==> src/rtl/cpu_isa_pkg.sv <==
// Shared ISA constants for the decode stage: function codes, ALU opcodes and
// the decode FSM state type.
package cpu_isa_pkg;

  localparam logic [8:0] FN_NOP  = 9'h000;
  localparam logic [8:0] FN_ADD  = 9'h001;
  localparam logic [8:0] FN_AND  = 9'h002;
  localparam logic [8:0] FN_SUB  = 9'h003;
  localparam logic [8:0] FN_OR   = 9'h004;
  localparam logic [8:0] FN_XOR  = 9'h005;
  localparam logic [8:0] FN_MOV  = 9'h006;
  localparam logic [8:0] FN_ADC  = 9'h007;
  localparam logic [8:0] FN_NOT  = 9'h008;
  localparam logic [8:0] FN_SAR  = 9'h009;
  localparam logic [8:0] FN_SLR  = 9'h00A;
  localparam logic [8:0] FN_SAL  = 9'h00B;
  localparam logic [8:0] FN_SLL  = 9'h00C;
  localparam logic [8:0] FN_ROL  = 9'h00D;
  localparam logic [8:0] FN_ROR  = 9'h00E;
  localparam logic [8:0] FN_SHOW = 9'h012;
  localparam logic [8:0] FN_LDI  = 9'h000;

  localparam logic [4:0] OP_NOP  = 5'h00;
  localparam logic [4:0] OP_SHOW = '1;
  localparam logic [4:0] OP_LDI  = 5'h10;

  typedef enum logic [0:0] {
    IDLE     = 1'b0,
    WAIT_IMM = 1'b1
  } dec_state_e;

endpackage

==> src/rtl/instr_field_decode.sv <==
// Combinational field decoder: splits a fetched word into register fields and
// classifies its type/funct into ALU op, write/show enables, illegal and LDI.
module instr_field_decode
  import cpu_isa_pkg::*;
#(
  parameter int INSTR_W = 16,
  parameter int REG_AW  = 3,
  parameter int OP_W    = 5
) (
  input  logic [INSTR_W-1:0] instr,
  output logic [OP_W-1:0]    alu_op,
  output logic [REG_AW-1:0]  addr1,
  output logic [REG_AW-1:0]  addr2,
  output logic               write,
  output logic               show,
  output logic               illegal,
  output logic               is_ldi
);

  localparam int FN_W = INSTR_W - 1 - 2*REG_AW;

  logic            typ;
  logic [FN_W-1:0] funct;
  logic [31:0]     fn;

  assign typ   = instr[INSTR_W-1];
  assign funct = instr[INSTR_W-2:2*REG_AW];
  assign addr1 = instr[2*REG_AW-1:REG_AW];
  assign addr2 = instr[REG_AW-1:0];
  // Compare in 32 bits so the fixed 9-bit constants work for any funct width.
  assign fn    = 32'(funct);

  always_comb begin
    alu_op  = '0;
    write   = 1'b0;
    show    = 1'b0;
    illegal = 1'b0;
    is_ldi  = 1'b0;
    if (!typ) begin
      if (fn == 32'(FN_NOP)) begin
        alu_op = OP_W'(OP_NOP);
      end else if (fn >= 32'(FN_ADD) && fn <= 32'(FN_ROR)) begin
        alu_op = OP_W'(funct);
        write  = 1'b1;
      end else if (fn == 32'(FN_SHOW)) begin
        alu_op = '1;
        show   = 1'b1;
      end else begin
        illegal = 1'b1;
      end
    end else begin
      if (fn == 32'(FN_LDI)) begin
        is_ldi = 1'b1;
      end else begin
        illegal = 1'b1;
      end
    end
  end

endmodule

==> src/rtl/decode_stage.sv <==
// Registered, handshaked decode stage with a one-entry output register and a
// two-word LDI sequence (opcode word, then raw immediate word).
//
//   state    | meaning
//   ---------+-----------------------------------------------------------
//   IDLE     | next accepted word is decoded as an instruction
//   WAIT_IMM | LDI seen; next accepted word is its immediate, not decoded
module decode_stage
  import cpu_isa_pkg::*;
#(
  parameter int INSTR_W = 16,
  parameter int REG_AW  = 3,
  parameter int OP_W    = 5
) (
  input  logic               clk,
  input  logic               rst_n,
  input  logic               flush,
  input  logic               in_valid,
  output logic               in_ready,
  input  logic [INSTR_W-1:0] in_instr,
  output logic               out_valid,
  input  logic               out_ready,
  output logic [OP_W-1:0]    alu_op,
  output logic [REG_AW-1:0]  addr1,
  output logic [REG_AW-1:0]  addr2,
  output logic [INSTR_W-1:0] imm,
  output logic               has_imm,
  output logic               write,
  output logic               show,
  output logic               illegal,
  output logic               imm_pending
);

  dec_state_e state_q, state_d;
  logic [REG_AW-1:0] ldi_addr_q, ldi_addr_d;

  logic [OP_W-1:0]   dec_alu_op;
  logic [REG_AW-1:0] dec_addr1, dec_addr2;
  logic              dec_write, dec_show, dec_illegal, dec_is_ldi;

  logic               accept;
  logic               valid_d;
  logic [OP_W-1:0]    alu_op_d;
  logic [REG_AW-1:0]  addr1_d, addr2_d;
  logic [INSTR_W-1:0] imm_d;
  logic               has_imm_d, write_d, show_d, illegal_d;

  instr_field_decode #(
    .INSTR_W (INSTR_W),
    .REG_AW  (REG_AW),
    .OP_W    (OP_W)
  ) u_field_decode (
    .instr   (in_instr),
    .alu_op  (dec_alu_op),
    .addr1   (dec_addr1),
    .addr2   (dec_addr2),
    .write   (dec_write),
    .show    (dec_show),
    .illegal (dec_illegal),
    .is_ldi  (dec_is_ldi)
  );

  assign in_ready    = !flush && (!out_valid || out_ready);
  assign accept      = in_valid && in_ready;
  assign imm_pending = (state_q == WAIT_IMM);

  always_comb begin
    state_d    = state_q;
    ldi_addr_d = ldi_addr_q;
    valid_d    = out_valid;
    alu_op_d   = alu_op;
    addr1_d    = addr1;
    addr2_d    = addr2;
    imm_d      = imm;
    has_imm_d  = has_imm;
    write_d    = write;
    show_d     = show;
    illegal_d  = illegal;

    if (flush) begin
      state_d   = IDLE;
      valid_d   = 1'b0;
      alu_op_d  = '0;
      addr1_d   = '0;
      addr2_d   = '0;
      imm_d     = '0;
      has_imm_d = 1'b0;
      write_d   = 1'b0;
      show_d    = 1'b0;
      illegal_d = 1'b0;
    end else if (accept) begin
      if (state_q == WAIT_IMM) begin
        state_d   = IDLE;
        valid_d   = 1'b1;
        alu_op_d  = OP_W'(OP_LDI);
        addr1_d   = ldi_addr_q;
        addr2_d   = '0;
        imm_d     = in_instr;
        has_imm_d = 1'b1;
        write_d   = 1'b1;
        show_d    = 1'b0;
        illegal_d = 1'b0;
      end else if (dec_is_ldi) begin
        // First LDI word produces no bundle; any prior bundle was handshaken.
        state_d    = WAIT_IMM;
        ldi_addr_d = dec_addr1;
        valid_d    = 1'b0;
        alu_op_d   = '0;
        addr1_d    = '0;
        addr2_d    = '0;
        imm_d      = '0;
        has_imm_d  = 1'b0;
        write_d    = 1'b0;
        show_d     = 1'b0;
        illegal_d  = 1'b0;
      end else begin
        valid_d   = 1'b1;
        alu_op_d  = dec_alu_op;
        addr1_d   = dec_addr1;
        addr2_d   = dec_addr2;
        imm_d     = '0;
        has_imm_d = 1'b0;
        write_d   = dec_write;
        show_d    = dec_show;
        illegal_d = dec_illegal;
      end
    end else if (out_valid && out_ready) begin
      valid_d = 1'b0;
    end
  end

  always_ff @(posedge clk or negedge rst_n) begin
    if (!rst_n) begin
      state_q    <= IDLE;
      ldi_addr_q <= '0;
      out_valid  <= 1'b0;
      alu_op     <= '0;
      addr1      <= '0;
      addr2      <= '0;
      imm        <= '0;
      has_imm    <= 1'b0;
      write      <= 1'b0;
      show       <= 1'b0;
      illegal    <= 1'b0;
    end else begin
      state_q    <= state_d;
      ldi_addr_q <= ldi_addr_d;
      out_valid  <= valid_d;
      alu_op     <= alu_op_d;
      addr1      <= addr1_d;
      addr2      <= addr2_d;
      imm        <= imm_d;
      has_imm    <= has_imm_d;
      write      <= write_d;
      show       <= show_d;
      illegal    <= illegal_d;
    end
  end

endmodule

==> config.mk <==
export PLATFORM = sky130hd
export DESIGN_NAME = decode_stage
export DESIGN_NICKNAME = d
export VERILOG_FILES = /design/src/rtl/cpu_isa_pkg.sv /design/src/rtl/instr_field_decode.sv /design/src/rtl/decode_stage.sv
export SDC_FILE = /design/constraint.sdc
export NUM_CORES = 1
export LEC_CHECK = 0
export CORE_ASPECT_RATIO = 0.5
export CORE_UTILIZATION = 49
export DETAILED_ROUTE_END_ITERATION = 8
export PLACE_DENSITY = 0.82
export SYNTH_ARGS = -nofsm -noshare
export SYNTH_HDL_FRONTEND = slang
export SYNTH_HIERARCHICAL = 1
export SYNTH_SLANG_ARGS = --single-unit
==> constraint.sdc <==
create_clock -name clk -period 2.3 [get_ports clk]
set_clock_uncertainty 0.05 [all_clocks]
set_input_delay 0.46 -clock clk [delete_from_list [all_inputs] [get_ports clk]]
set_output_delay 0.46 -clock clk [all_outputs]
set_load 0.1 [all_outputs]
==> flow_summary_export.csv, run 1 <==
group,metric,value,unit
run_status,outcome,"finished, final reports clean",
critical_path,crit_start,"in_instr[12]",
timing,grt_setup_unrepaired,"no",
hold_path,min_from,"has_imm",
timing,max_freq,458.6,MHz
logic_synthesis,synth-seq-area-share,52.29,%
logic_synthesis,mappedNetlistArea,1723,um2
detailed_routing,route.detailed.drc,0,
clock_tree,post_cts.repair.setup_buffers,0,
clock_tree,cts_tree,"done",
detailed_routing,postRouteAntennaNets,0,
clock_tree,clkTransAtPathRegs,0.07,ns
global_route,track_usage,22.05,%
global_route,grt_pass1_wl,6168,um
cells_and_area,area_growth_syn_to_layout,37.69,%
place,routabilityCongestion,0.8081,
global_route,met1_usage,29.38,%
logic_synthesis,ys.warnings.count,6,
global_route,grt_pass1_vias,1294,
logic_synthesis,synthCells,144,
critical_path,crit_fanout,4,
place,dp_hpwl,2663,um
timing,setup_violations,0,
critical_path,r2r_start,"out_valid",
timing,hold_viol,0,
timing,slew_viol_final,0,
clock_tree,cts_buffers,5,
power_and_ir_drop,powerDensity,550.1,nW/um2
cells_and_area,drive_gt1_share,34.16,%
timing,tightest_slew,0.7044,ns
clock_tree,worstSkewPairLatency,0.28,ns
floorplanning,rows,14,
cells_and_area,final_core_util,74.82,%
logic_synthesis,synth_nets,165,
cells_and_area,insertedDiodeCount,0,
cells_and_area,layout_commonest_cell,"buf_4",
critical_path,crit_type,"primary input to register",
logic_synthesis,ys_types,34,
critical_path,r2r_slack,0.60,ns
place,portBuffers,54,
clock_tree,cts-hold-fix-buffers,0,
clock_tree,cts-htree-levels,2,
cells_and_area,final_cell_mix,"46 x buf_4, 36 x dfrtp_1, 25 x a22o_1",
logic_synthesis,syn_avg_cell_area,11.96,um2
timing,fin_crit_sh,94.81,%
floorplanning,die_h,43.93,um
detailed_routing,vias,1370,
clock_tree,root_buffer,"clkbuf_8",
timing,max_slew_margin,52.68,%
critical_path,path_cells,"clkdlybuf4s50_1, nor4_4, nor2b_4, and3_4, nand2b_1, nor3_4, mux2_2",
logic_synthesis,synth_area_leaders,"dfrtp_1 52%, a22o_1 13%, buf_4 3.9%",
global_route,grt_overflow,0,
logic_synthesis,synth_top_area_share,52.29,%
floorplanning,die_area,3772,um2
critical_path,startpoint_type,"primary input",
detailed_routing,first_iter_violations,55,
place,detailedPlace.worstSlack,-0.2626,ns
global_route,grt_max_degree,37,
detailed_routing,wl_per_cell,15.07,um
place,dp_cells,243,
run,maxCapViolCount,0,
global_route,gr-usage-met2,34.44,%
logic_synthesis,synth_edf_count,0,
logic_synthesis,yosysTopAreaCell,"dfrtp_1",
hold_path,hold_path_class,"register to register",
detailed_routing,wl,3768,um
critical_path,cp_data_arrival_time,2.30,ns
floorplanning,die_w,85.86,um
global_route,top_usage_layer,"met2",
detailed_routing,viasPerCell,5.480,
cells_and_area,nets,223,
power_and_ir_drop,p_leak,1.157,nW
cells_and_area,instances_no_fill,250,
timing,post-route-min-period,2.181,ns
critical_path,required,2.42,ns
detailed_routing,first_pass_iters,4,
critical_path,endpoint_kind,"register",
floorplanning,initial_core_util,54.34,%
critical_path,cpMaxStageDelayCell,"clkdlybuf4s50_1",
global_route,met3_usage,6.476,%
global_route,antenna_found_initial,0,
logic_synthesis,synthFlopType,"dfrtp_1",
critical_path,max_stage_delay,0.46,ns
timing,layout_setup_ws,0.1195,ns
clock_tree,cts_sinks,36,
floorplanning,core_area,3171,um2
clock_tree,clockBufferDepth,2,
logic_synthesis,synth-seq-cells,36,
floorplanning,ios,55,
power_and_ir_drop,ir_drop,0.3295,mV
logic_synthesis,synthArstFlopShare,100.0,%
## sequential cells by signal (all words and copies together) (netlist names), 3 cells and up
signal	flops
addr1	3
addr2	3
alu_op	5
imm	16
ldi_addr_q	3
## critical path: cells and delay by family
family | cells | cell delay, ns
simple gates | 5 | 1.01
buf+inv | 1 | 0.46
mux | 1 | 0.36
## kinds of logic (layout without fill, tap and decap cells)
| group | after synthesis | in the layout | share of synthesized area, % |
|---|---|---|---|
| compound gates | 47 | 47 | 21.71 |
| flops | 36 | 36 | 52.29 |
| simple gates | 35 | 35 | 15.11 |
| buf+inv | 21 | 79 | 7.770 |
| mux | 5 | 5 | 3.123 |
## where the power goes
group / internal (mW) / leakage (nW) / switching [mW]
Sequential: 0.643 / 0.497 / 0.00572
Clock: 0.206 / 0.0410 / 0.209
Combinational: 0.0843 / 0.619 / 0.158
## Yosys cell counts, types with 2 or more instances
| master | number |
|---|---|
| a21o_1 | 2 |
| a21oi_1 | 10 |
| a221o_1 | 3 |
| a22o_1 | 25 |
| a311o_1 | 2 |
| and3_1 | 2 |
| buf_2 | 5 |
| buf_4 | 9 |
| buf_6 | 2 |
| clkbuf_1 | 2 |
| dfrtp_1 | 36 |
| inv_1 | 2 |
| mux2_2 | 3 |
| mux2i_1 | 2 |
| nand2_1 | 3 |
| nand2b_1 | 7 |
| nor2_1 | 6 |
| nor2b_1 | 2 |
| nor3_1 | 4 |
| nor4_1 | 2 |
| nor4_4 | 2 |
## what timing repair did
item                                    4_1_cts  5_1_grt
resized for setup                             0        6
hold endpoints to repair                      0        0
endpoints found under the setup margin        0        3
## layer usage
layer | up-vias | wire (um)
li1 | 648 | -
met1 | 679 | 1745
met2 | 38 | 1821
met3 | 5 | 160
met4 | 0 | 40
met5 | - | 0
## per-stage QoR
step,area (um2),hold WS (ns),setup TNS [ns],total power [mW]
after floorplan,1730,0.1144,0,0.8070
after global placement,2277,0.4100,-1.902,0.8980
after global routing,2372,0.4674,0,1.355
final,2372,0.4274,0,1.305
after detailed placement,2277,0.4172,-2.486,0.9024
after CTS,2355,0.4327,0,1.319
## path summary, 6_finish.rpt
check | endpoint | depth (start not counted)
hold / removal | has_imm | 1
setup reg to reg | addr1[1] | 4
max in group asynchronous | imm[2] | 2
hold reg to reg | has_imm | 1
setup / recovery | ldi_addr_q[0] | 7
min in group asynchronous | has_imm | 2
## final cells by class
class	count	area, um2
well taps	48	60.06
fillers	213	798.3
clock buffers	6	72.57
repair buffers	69	610.6
multi-input cells	87	711.9
clock inverters	1	5.005
inverters	3	11.26
flip-flops and latches	36	900.9
Power figures use the tool's default switching activity.
==> run 2: changes to the inputs <==
--- a/config.mk
+++ b/config.mk
@@ -5,10 +5,11 @@
 export SDC_FILE = /design/constraint.sdc
 export NUM_CORES = 1
 export LEC_CHECK = 0
+export ABC_CLOCK_PERIOD_IN_PS = 2200
 export CORE_ASPECT_RATIO = 0.5
-export CORE_UTILIZATION = 49
+export CORE_UTILIZATION = 46
 export DETAILED_ROUTE_END_ITERATION = 8
-export PLACE_DENSITY = 0.82
+export PLACE_DENSITY = 0.78
 export SYNTH_ARGS = -nofsm -noshare
 export SYNTH_HDL_FRONTEND = slang
 export SYNTH_HIERARCHICAL = 1
==> constraint.sdc (replaced) <==
create_clock -name clk -period 2.2 [get_ports clk]
set_clock_uncertainty 0.05 [all_clocks]
set_input_delay 0.44 -clock clk [delete_from_list [all_inputs] [get_ports clk]]
set_output_delay 0.44 -clock clk [all_outputs]
set_load 0.1 [all_outputs]
==> flow_summary_export.csv, run 2 (synthesis results as in run 1) <==
group,metric,value,unit
timing,fin_crit_sh,97.10,%
detailed_routing,first_iter_violations,63,
clock_tree,cts_tree,"done",
clock_tree,cts_sinks,36,
floorplanning,die_h,45.28,um
critical_path,crit_type,"primary input to register",
global_route,track_usage,20.75,%
timing,hold_viol,0,
floorplanning,die_area,4009,um2
cells_and_area,insertedDiodeCount,0,
clock_tree,root_buffer,"clkbuf_8",
cells_and_area,drive_gt1_share,35.47,%
power_and_ir_drop,p_leak,1.171,nW
timing,max_slew_margin,48.64,%
floorplanning,initial_core_util,49.09,%
cells_and_area,nets,224,
critical_path,cp_data_arrival_time,2.26,ns
cells_and_area,largest_reg_flops,16,
power_and_ir_drop,ir_drop,0.3075,mV
clock_tree,clockBufferDepth,2,
critical_path,required,2.32,ns
place,dp_hpwl,2657,um
floorplanning,rows,15,
run_status,outcome,"finished, final reports clean",
global_route,grt_pass1_vias,1242,
global_route,grt_overflow,0,
global_route,grt_max_degree,37,
global_route,antenna_found_initial,0,
clock_tree,cts_buffers,5,
detailed_routing,viasPerCell,5.402,
floorplanning,core_area,3510,um2
clock_tree,cts-hold-fix-buffers,0,
place,portBuffers,54,
critical_path,startpoint_type,"primary input",
clock_tree,worstSkewPairLatency,0.28,ns
detailed_routing,route.detailed.drc,0,
timing,post-route-min-period,2.136,ns
floorplanning,die_w,88.55,um
cells_and_area,layout_commonest_cell,"buf_4",
timing,slew_viol_final,0,
clock_tree,clkTransAtPathRegs,0.07,ns
detailed_routing,vias,1372,
power_and_ir_drop,powerDensity,596.9,nW/um2
timing,max_freq,468.1,MHz
power_and_ir_drop,power,1.431,mW
floorplanning,ios,55,
hold_path,hold_path_class,"primary input to async pin",
global_route,grt_pass1_wl,5954,um
timing,setup_violations,0,
clock_tree,cts-htree-levels,2,
detailed_routing,first_pass_iters,4,
run,maxCapViolCount,0,
critical_path,worstReg2RegEnd,"addr1[1]",
timing,holdWs,0.1767,ns
cells_and_area,area_growth_syn_to_layout,39.14,%
place,routabilityCongestion,0.7299,
critical_path,reg2reg_depth,4,
detailed_routing,postRouteAntennaNets,0,
critical_path,endpoint_kind,"register",
cells_and_area,fillers,285,
timing,tightest_slew,0.7703,ns
cells_and_area,final_cell_mix,"47 x buf_4, 36 x dfrtp_1, 25 x a22o_1",
critical_path,r2r_slack,0.53,ns
cells_and_area,regMostFlops,"imm",
cells_and_area,top_regs,"imm x16, alu_op x5",
critical_path,r2r_start,"out_valid",
detailed_routing,wl,3798,um
critical_path,crit_fanout,4,
detailed_routing,wl_per_cell,14.95,um
run 2: cell types whose count changed in the layout (fill, tap and decap cells not counted), sizes merged:
cell,before,now
buf,49,51
clkbuf,6,7
clkdlybuf4s50,18,17
clkinv,1,0
run 2: worst max path at each step:
stage | from | to | cells past startpoint | slack (ns)
after global routing | in_instr[12] | ldi_addr_q[1] | 7 | -0.007
after detailed placement | in_instr[13] | addr1[1] | 7 | -0.34
after global placement | in_instr[13] | addr1[0] | 7 | -0.26
after floorplan | out_valid | in_ready | 3 | 0.05
final | in_instr[12] | ldi_addr_q[1] | 7 | 0.06
after CTS | in_instr[11] | ldi_addr_q[1] | 7 | 0.01
run 2: area by class of cell:
type	count	area (um2)	share of cell area [%]
inverter	3	11.26	0.4697
tap	51	63.81	2.662
multi-input combinational	87	711.9	29.70
timing repair buffer	70	613.1	25.57
sequential	36	900.9	37.58
clock buffer	7	96.34	4.019
run 2: layer usage:
layer / vias to the layer above / GRT usage, % / routed length [um]
li1: 651 / - / -
met4: 0 / 9.032 / 46
met5: - / 0 / 0
met1: 666 / 26.00 / 1770
met3: 5 / 5.484 / 192
met2: 50 / 34.77 / 1789
run 2: worst max-delay path, cell delays in order:
cell and delay, ns:
clkdlybuf4s50_1 0.45, nor4_4 0.25, nor2b_4 0.19, and3_4 0.19, nand2b_1 0.10, nor3_4 0.26
mux2_2 0.37
run 2: stage by stage:
step | setup slack [ns] | area, um2 | setup TNS [ns] | util (%) | cells
finish | 0.06374 | 2397 | 0 | 68.31 | 254
global route | -0.007081 | 2397 | -0.009303 | 68.31 | 254
global placement | -0.2618 | 2268 | -3.525 | 64.63 | 245
detailed placement | -0.3439 | 2268 | -4.633 | 64.63 | 245
CTS | 0.01068 | 2365 | 0 | 67.38 | 252
floorplan | 0.04913 | 1730 | 0 | - | 144
run 2: what timing repair did:
item,CTS,global route
setup buffers,0,2
gates resized for setup,0,5
pin swaps,1,2
endpoints found under the hold margin,0,0
endpoints found under the setup margin,12,7
run 2: power by group:
part / total, mW / switching [mW] / leakage (nW) / internal, mW
Sequential: 0.678 / 0.00613 / 0.497 / 0.672
Clock: 0.502 / 0.223 / 0.0503 / 0.279
Combinational: 0.251 / 0.163 / 0.624 / 0.0883
Total: 1.43 / 0.392 / 1.17 / 1.04
